===== src/rtl/osd_text_render_pkg.sv =====
// Shared constants, pipeline record and colour helper for the OSD text overlay.
// Optional feature macro (consumed by osd_text_render): OSD_INVERT_EN.
package osd_pkg;

   localparam int CELL_W      = 6;
   localparam int CELL_H      = 8;
   localparam int GLYPH_BYTES = 5;
   localparam int FONT_AW     = 12;
   localparam int LAT         = 4;

   // Per-pixel record carried alongside the font lookup so timing and colour stay aligned.
   typedef struct packed {
      logic [23:0] rgb;
      logic        de;
      logic        hs;
      logic        vs;
      logic        win;
      logic [2:0]  gx;
      logic [2:0]  gy;
      logic        inv;
   } osd_pipe_t;

   function automatic logic [23:0] darken(input logic [23:0] c);
      return {1'b0, c[23:17], 1'b0, c[15:9], 1'b0, c[7:1]};
   endfunction

endpackage


===== src/rtl/osd_text_render_if.sv =====
// Font ROM lookup bus. Valid/ready rule: there is no handshake at all -- the
// initiator presents a registered font_addr every clock and the ROM returns font_data exactly one clock later.
interface osd_text_render_if;
   import osd_pkg::*;

   logic [FONT_AW-1:0] font_addr;
   logic [7:0]         font_data;

   modport master (output font_addr, input font_data);
   modport slave  (input font_addr, output font_data);

endinterface


===== src/rtl/osd_text_ram.sv =====
// Character-code store: one write port and one registered read port (read-before-write on a collision).
module osd_text_ram #(
   parameter int DEPTH = 256,
   parameter int AW    = 8,
   parameter int W     = 7
) (
   input  logic          clock,
   input  logic          reset,
   input  logic          wr_en,
   input  logic [AW-1:0] wr_addr,
   input  logic [W-1:0]  wr_data,
   input  logic [AW-1:0] rd_addr,
   output logic [W-1:0]  rd_data
);

   logic [W-1:0] mem [DEPTH];

   // Contents survive reset; only the read register is cleared.
   always_ff @(posedge clock) begin
      if (wr_en) begin
         mem[wr_addr] <= wr_data;
      end
   end

   always_ff @(posedge clock) begin
      if (reset) begin
         rd_data <= '0;
      end else begin
         rd_data <= mem[rd_addr];
      end
   end

endmodule


===== src/rtl/osd_text_render.sv =====
// 5x7 glyph text window overlaid on a 24-bit video stream, 4-clock fixed latency.
// Optional feature: define OSD_INVERT_EN to use code bit 7 as a per-cell inverse-video flag.
module osd_text_render
   import osd_pkg::*;
#(
   parameter int          C_cols = 32,
   parameter int          C_rows = 8,
   parameter int          C_x0   = 64,
   parameter int          C_y0   = 32,
   parameter logic [23:0] C_fg   = 24'hFFFFFF
) (
   input  logic                                clock,
   input  logic                                reset,
   input  logic [23:0]                         in_rgb,
   input  logic                                in_de,
   input  logic                                in_hs,
   input  logic                                in_vs,
   input  logic                                wr_en,
   input  logic [$clog2(C_cols*C_rows)-1:0]    wr_addr,
   input  logic [7:0]                          wr_data,
   osd_text_render_if.master                   font,
   output logic [23:0]                         out_rgb,
   output logic                                out_de,
   output logic                                out_hs,
   output logic                                out_vs
);

   localparam int AW = $clog2(C_cols*C_rows);
`ifdef OSD_INVERT_EN
   localparam int TW = 8;
`else
   localparam int TW = 7;
`endif
   localparam logic [10:0] X_LO   = 11'(C_x0);
   localparam logic [10:0] X_HI   = 11'(C_x0 + CELL_W*C_cols);
   localparam logic [10:0] Y_LO   = 11'(C_y0);
   localparam logic [10:0] Y_HI   = 11'(C_y0 + CELL_H*C_rows);
   localparam logic [10:0] XY_MAX = 11'h7FF;
   localparam logic [2:0]  GX_MAX = 3'(CELL_W-1);
   localparam logic [2:0]  GY_MAX = 3'(CELL_H-1);

   logic [10:0]   x, y, col, row;
   logic [2:0]    gx, gy;
   logic          de_d, vs_d, frame_ok;
   logic          de_fall, vs_rise, in_win;
   logic [AW-1:0] rd_addr;
   logic [TW-1:0] rd_code;
   logic [TW-1:0] wr_code;
   osd_pipe_t     p1, p2, p3;
   logic          glyph_bit, pix;

   assign de_fall = de_d & ~in_de;
   assign vs_rise = ~vs_d & in_vs;

   // Position counters; gx/gy and col/row replace divide/modulo by stepping in lockstep with x/y.
   always_ff @(posedge clock) begin
      if (reset) begin
         x        <= '0;
         y        <= '0;
         gx       <= '0;
         gy       <= '0;
         col      <= '0;
         row      <= '0;
         de_d     <= 1'b0;
         vs_d     <= 1'b0;
         frame_ok <= 1'b0;
      end else begin
         de_d <= in_de;
         vs_d <= in_vs;
         if (vs_rise) begin
            frame_ok <= 1'b1;
         end
         if (in_de) begin
            x <= x + 11'd1;
            if (x < X_LO || x == XY_MAX) begin
               gx  <= '0;
               col <= '0;
            end else if (gx == GX_MAX) begin
               gx  <= '0;
               col <= col + 11'd1;
            end else begin
               gx  <= gx + 3'd1;
            end
         end else if (de_fall) begin
            x   <= '0;
            gx  <= '0;
            col <= '0;
         end
         if (vs_rise) begin
            y   <= '0;
            gy  <= '0;
            row <= '0;
         end else if (de_fall) begin
            y <= y + 11'd1;
            if (y < Y_LO || y == XY_MAX) begin
               gy  <= '0;
               row <= '0;
            end else if (gy == GY_MAX) begin
               gy  <= '0;
               row <= row + 11'd1;
            end else begin
               gy  <= gy + 3'd1;
            end
         end
      end
   end

   assign in_win  = frame_ok & in_de & (x >= X_LO) & (x < X_HI) & (y >= Y_LO) & (y < Y_HI);
   assign rd_addr = AW'(32'(row) * 32'(C_cols) + 32'(col));

`ifdef OSD_INVERT_EN
   assign wr_code = wr_data;
`else
   logic unused_wr_msb;
   assign wr_code       = wr_data[6:0];
   assign unused_wr_msb = wr_data[7];
`endif

   osd_text_ram #(
      .DEPTH (C_cols*C_rows),
      .AW    (AW),
      .W     (TW)
   ) u_ram (
      .clock   (clock),
      .reset   (reset),
      .wr_en   (wr_en),
      .wr_addr (wr_addr),
      .wr_data (wr_code),
      .rd_addr (rd_addr),
      .rd_data (rd_code)
   );

   // Stages 1-3: buffer read, font address, wait for ROM byte.
   always_ff @(posedge clock) begin
      if (reset) begin
         p1             <= '0;
         p2             <= '0;
         p3             <= '0;
         font.font_addr <= '0;
      end else begin
         p1.rgb <= in_rgb;
         p1.de  <= in_de;
         p1.hs  <= in_hs;
         p1.vs  <= in_vs;
         p1.win <= in_win;
         p1.gx  <= gx;
         p1.gy  <= gy;
         p1.inv <= 1'b0;
         p2     <= p1;
`ifdef OSD_INVERT_EN
         p2.inv <= rd_code[7];
`else
         p2.inv <= 1'b0;
`endif
         // Gap column reuses the glyph base so the address never exceeds the last font byte.
         font.font_addr <= FONT_AW'(rd_code[6:0]) * FONT_AW'(GLYPH_BYTES)
                         + ((p1.gx == GX_MAX) ? '0 : FONT_AW'(p1.gx));
         p3     <= p2;
      end
   end

   always_comb begin
      glyph_bit = 1'b0;
      if (p3.gx != GX_MAX && p3.gy != GY_MAX) begin
         glyph_bit = font.font_data[p3.gy];
      end
      pix = glyph_bit ^ p3.inv;
   end

   // Stage 4: mix.
   always_ff @(posedge clock) begin
      if (reset) begin
         out_rgb <= '0;
         out_de  <= 1'b0;
         out_hs  <= 1'b0;
         out_vs  <= 1'b0;
      end else begin
         out_de  <= p3.de;
         out_hs  <= p3.hs;
         out_vs  <= p3.vs;
         if (p3.win) begin
            out_rgb <= pix ? C_fg : darken(p3.rgb);
         end else begin
            out_rgb <= p3.rgb;
         end
      end
   end

endmodule

===== src/flat_wrapper.sv =====
// flat-port wrapper written by rule: the top's interface ports become plain ports
module osd_text_render_flat import osd_pkg::*;
#(
   parameter int          C_cols = 32,
   parameter int          C_rows = 8,
   parameter int          C_x0   = 64,
   parameter int          C_y0   = 32,
   parameter logic [23:0] C_fg   = 24'hFFFFFF
)
  (clock, reset, in_rgb, in_de, in_hs, in_vs, wr_en, wr_addr, wr_data, out_rgb, out_de, out_hs, out_vs, font_font_addr, font_font_data);
  osd_text_render_if font_i ();
  input  logic clock;
  input  logic reset;
  input  logic [23:0] in_rgb;
  input  logic in_de;
  input  logic in_hs;
  input  logic in_vs;
  input  logic wr_en;
  input  logic [$clog2(C_cols*C_rows)-1:0] wr_addr;
  input  logic [7:0] wr_data;
  output logic [23:0] out_rgb;
  output logic out_de;
  output logic out_hs;
  output logic out_vs;
  output wire logic [$bits(font_i.font_addr)-1:0] font_font_addr;
  input wire logic [$bits(font_i.font_data)-1:0] font_font_data;
  assign font_font_addr = font_i.font_addr;
  assign font_i.font_data = font_font_data;
  osd_text_render #(.C_cols(C_cols), .C_rows(C_rows), .C_x0(C_x0), .C_y0(C_y0), .C_fg(C_fg)) u_core (.clock(clock), .reset(reset), .in_rgb(in_rgb), .in_de(in_de), .in_hs(in_hs), .in_vs(in_vs), .wr_en(wr_en), .wr_addr(wr_addr), .wr_data(wr_data), .font(font_i), .out_rgb(out_rgb), .out_de(out_de), .out_hs(out_hs), .out_vs(out_vs));
endmodule

===== config.mk =====
export PLATFORM = sky130hd
export DESIGN_NAME = osd_text_render_flat
export DESIGN_NICKNAME = d
export VERILOG_FILES = /design/src/rtl/osd_text_render_pkg.sv /design/src/rtl/osd_text_render_if.sv /design/src/rtl/osd_text_ram.sv /design/src/rtl/osd_text_render.sv /design/src/flat_wrapper.sv
export SDC_FILE = /design/constraint.sdc
export NUM_CORES = 2
export LEC_CHECK = 0
export CORE_MARGIN = 3
export CORE_UTILIZATION = 42
export DETAILED_ROUTE_END_ITERATION = 12
export GPL_ROUTABILITY_DRIVEN = 0
export PLACE_DENSITY_LB_ADDON = 0.3
export SYNTH_ARGS = -nofsm -noshare
export SYNTH_HDL_FRONTEND = slang
export SYNTH_HIERARCHICAL = 1
export SYNTH_SLANG_ARGS = --single-unit

===== constraint.sdc =====
create_clock -name clock -period 3.4 [get_ports clock]
set_clock_uncertainty 0.2 [all_clocks]
set_input_delay 0.34 -clock clock [delete_from_list [all_inputs] [get_ports clock]]
set_output_delay 0.34 -clock clock [all_outputs]
set_load 0.05 [all_outputs]

==> impl_metrics.toml <==
[global_routing]
antenna_found_initial = 5
grt_max_degree = 111
grt_first_pass_wirelength_mm = 307
grt_overflow = 0
grt_pass1_vias = 42361
track_usage = 0.222

[floorplan]
fp.dieH_um = 436
fp.coreArea_sq_mm = 0.183
die-area_sq_mm = 0.190
io_pins = 93
placementRows = 157
die_x_um = 436
initial_core_util = 0.423

[sta]
finalSetupTns_ns = -0.0210
slew_headroom = 0.406
setup_slack_ns = -0.0210
post-route-min-period_ns = 3.42
slew_violations = 0
period_share = 1.01
setup_viol = 1
hold_viol_final = 0
worstMarginPinSlew_ns = 0.891
max_freq_mhz = 292
hold_slack_ns = 0.0495

[power_and_ir_drop]
powerDensity_mw_per_mm2 = 542
vdd_ir_drop_max_mv = 0.422
p_leak_nw = 29.0

[critical_path]
critPathLaunchType = "register"
worstReg2RegStart = "u_core/col[5]$_SDFFE_PP0P_"
critPathKind = "register to register"
crit_arrival_ns = 3.94
end_kind = "register"
cp-startpoint = "u_core/col[5]$_SDFFE_PP0P_"
r2r_end = "u_core/u_ram/rd_data[6]$_SDFF_PP0_"
path_max_fanout = 7
rrSetupSlack_ns = -0.02
ff2ff_path_depth = 13
required_ns = 3.91
endpoint = "u_core/u_ram/rd_data[6]$_SDFF_PP0_"

[drt]
antenna_left = 0
vias = 43074
dr.pass1.iters = 6
via_per_inst = 5.75
drt-initial-drc-count = 4935
drc_errors = 0
routed_wl_mm = 213
routedWlPerCell_um = 28.5

[synthesis]
yosysWarningCount = 6
ys_ff_latch = 1978
synth_cells = 4222
syn_area_per_cell_sq_um = 18.4
synth_cell_type_count = 78
synthArstFlopShare = 0
syn_area_sq_mm = 0.0776
synth_top_flop_cell = "edfxtp_1"
synth-seq-area-share = 0.742
synth_edf_count = 1792

[final_layout]
area_growth_pct = 18.2
fillers = 14874
drive_gt1_frac = 0.238
most-common-layout-cells = "edfxtp_1 (1,792), buf_4 (522), nor2_1 (348), mux2i_1 (297), mux4_2 (269)"
final_common_cell = "edfxtp_1"
final_nets = 4942
fin_util = 0.500

[cts]
clk_path_buf_depth = 3
cts.clk_slew.worst_paths_ns = 0.06
insertion_delay_ns = 0.83
cts_buffers = 196
cts_tree = "done"
cts_num_sinks = 1978
cts_max_level = 4
clock-root-buffer = "clkbuf_16"

[min_path]
hp-class = "input pin to register"

[outcome]
violations = "setup timing"
status = "finished, violations left"

[placement]
port_buffers = 88
dp_hpwl_mm = 140

[flow_run]
maxCapViolations = 0
cell families (layout without fill, tap and decap cells):
logic type	count (synthesis)	in the layout	share of synthesized area
AOI/OAI and AO/OA	429	429	0.0383
xor gates and xnor gates	14	14	0.00158
adders and majority gates	32	32	0.00535
buffers and inverters	279	1075	0.0237
DFF	1978	1978	0.742
muxes	629	629	0.136
other	1	4	0.0000483
and+or+nand+nor	860	860	0.0534
synthesized netlist by cell type (5+ instances only):
| cell | count | area [sq um] |
|---|---|---|
| edfxtp_1 | 1792 | 53800 |
| mux2i_1 | 297 | 2970 |
| buf_2 | 34 | 170 |
| nand4b_1 | 5 | 43.8 |
| a2111oi_0 | 13 | 114 |
| buf_4 | 16 | 120 |
| xor2_1 | 8 | 70.1 |
| nor2_1 | 350 | 1310 |
| o211ai_1 | 8 | 60.1 |
| dfxtp_1 | 186 | 3720 |
| nand3_1 | 49 | 245 |
| nor2b_1 | 124 | 776 |
| buf_8 | 14 | 210 |
| and3_1 | 10 | 62.6 |
| mux4_2 | 269 | 6060 |
| nand2_1 | 127 | 477 |
| a31oi_1 | 13 | 81.3 |
| o221ai_1 | 71 | 622 |
| clkbuf_1 | 120 | 450 |
| o21a_1 | 7 | 52.6 |
| o311ai_0 | 5 | 43.8 |
| a21oi_1 | 83 | 415 |
| o21ai_0 | 51 | 255 |
| and3b_1 | 5 | 43.8 |
| and2_1 | 8 | 50.1 |
| buf_6 | 46 | 518 |
| nand4_1 | 31 | 194 |
| o31ai_1 | 6 | 45.0 |
| mux2_2 | 9 | 101 |
| mux4_1 | 54 | 1420 |
| o22ai_1 | 60 | 375 |
| buf_12 | 11 | 220 |
| nor3b_1 | 8 | 60.1 |
| nor3_1 | 68 | 340 |
| nor4_1 | 19 | 119 |
| or4_1 | 13 | 97.6 |
| or3_1 | 16 | 100 |
| a211oi_1 | 36 | 270 |
| a221oi_1 | 8 | 70.1 |
| nand3b_1 | 8 | 60.1 |
| a22oi_1 | 34 | 255 |
| inv_1 | 18 | 67.6 |
| xnor2_1 | 6 | 52.6 |
| buf_1 | 18 | 67.6 |
| ha_1 | 30 | 375 |
per-stage QoR:
stage | worst slack [ns] | total power (W) | area, sq um | instances
floorplan | 0.462 | 0.0280 | 77600 | 4223
global placement | -0.457 | 0.0288 | 84700 | 7081
detailed placement | -0.352 | 0.0288 | 84700 | 7081
CTS | 0.000738 | 0.0501 | 91600 | 7480
global route | -0.0140 | 0.0512 | 91700 | 7484
finish | -0.0210 | 0.0497 | 91700 | 7485
layer usage:
metal | GRT usage | wire length, um | vias to the layer above
met5 | 0 | 11 | -
met4 | 0.0821 | 8140 | 2
met3 | 0.0526 | 21100 | 358
met2 | 0.343 | 98600 | 2087
met1 | 0.309 | 85500 | 22344
li1 | - | - | 18283
worst min path at each step:
stage,start,depth (start not counted),endpoint
final,wr_data[3],1,u_core/u_ram/mem[154][3]$_DFFE_PP_
after global placement,u_core/p1[22]$_SDFF_PP0_,1,u_core/p2[22]$_SDFF_PP0_
after CTS,wr_data[3],1,u_core/u_ram/mem[202][3]$_DFFE_PP_
after floorplan,u_core/p3[10]$_SDFF_PP0_,1,u_core/out_de$_SDFF_PP0_
after detailed placement,u_core/p1[29]$_SDFF_PP0_,1,u_core/p2[29]$_SDFF_PP0_
after global routing,wr_data[3],1,u_core/u_ram/mem[201][3]$_DFFE_PP_
critical path: stages (launching register included):
cell	delay [ns]
dfxtp_2	0.35
ha_4	0.13
inv_2	0.03
fa_2	0.58
clkinvlp_4	0.14
buf_12	0.15
buf_6	0.13
nor3_1	0.39
nand2_1	0.14
nor3_1	0.44
or3_1	0.19
a311oi_2	0.07
nand4_1	0.26
o22ai_1	0.11
sequential cells by signal (all words and copies together), names as in the netlist, 3 cells and up:
register / flops
u_core/y: 11
u_core/out_rgb: 24
u_core/gx: 3
u_core/u_ram/mem: 1792
u_core/x: 11
u_core/u_ram/rd_data: 7
u_core/gy: 3
u_core/p3: 34
u_core/row: 3
u_core/font.font_addr: 10
u_core/p2: 34
u_core/col: 8
u_core/p1: 34
timing repair:
item                                   CTS  global route
setup buffers                            7             3
hold buffers                            32             0
pin swaps                                8            10
setup endpoints to repair                7             7
gates resized for setup                 36            26
endpoints found under the hold margin  340             0
where the power goes:
part           switching, W  leakage (nW)  total, W  internal, W
clock               0.00911          3.10    0.0214       0.0123
sequential        0.0000424          17.6    0.0266       0.0266
combinational       0.00106          8.29   0.00169     0.000621
final cells by class:
cell class / instances / area (sq um) / area share
repair buffers: 695 / 6160 / 0.0672
well taps: 2464 / 3080 / 0.0336
multi-input cells: 1966 / 18500 / 0.201
inverters: 19 / 76.3 / 0.000832
diodes: 2 / 5.00 / 0.0000546
flip-flops and latches: 1978 / 57600 / 0.628
clock inverters: 108 / 1130 / 0.0123
clock buffers: 253 / 5230 / 0.0570
(Power assumes the default switching activity.)
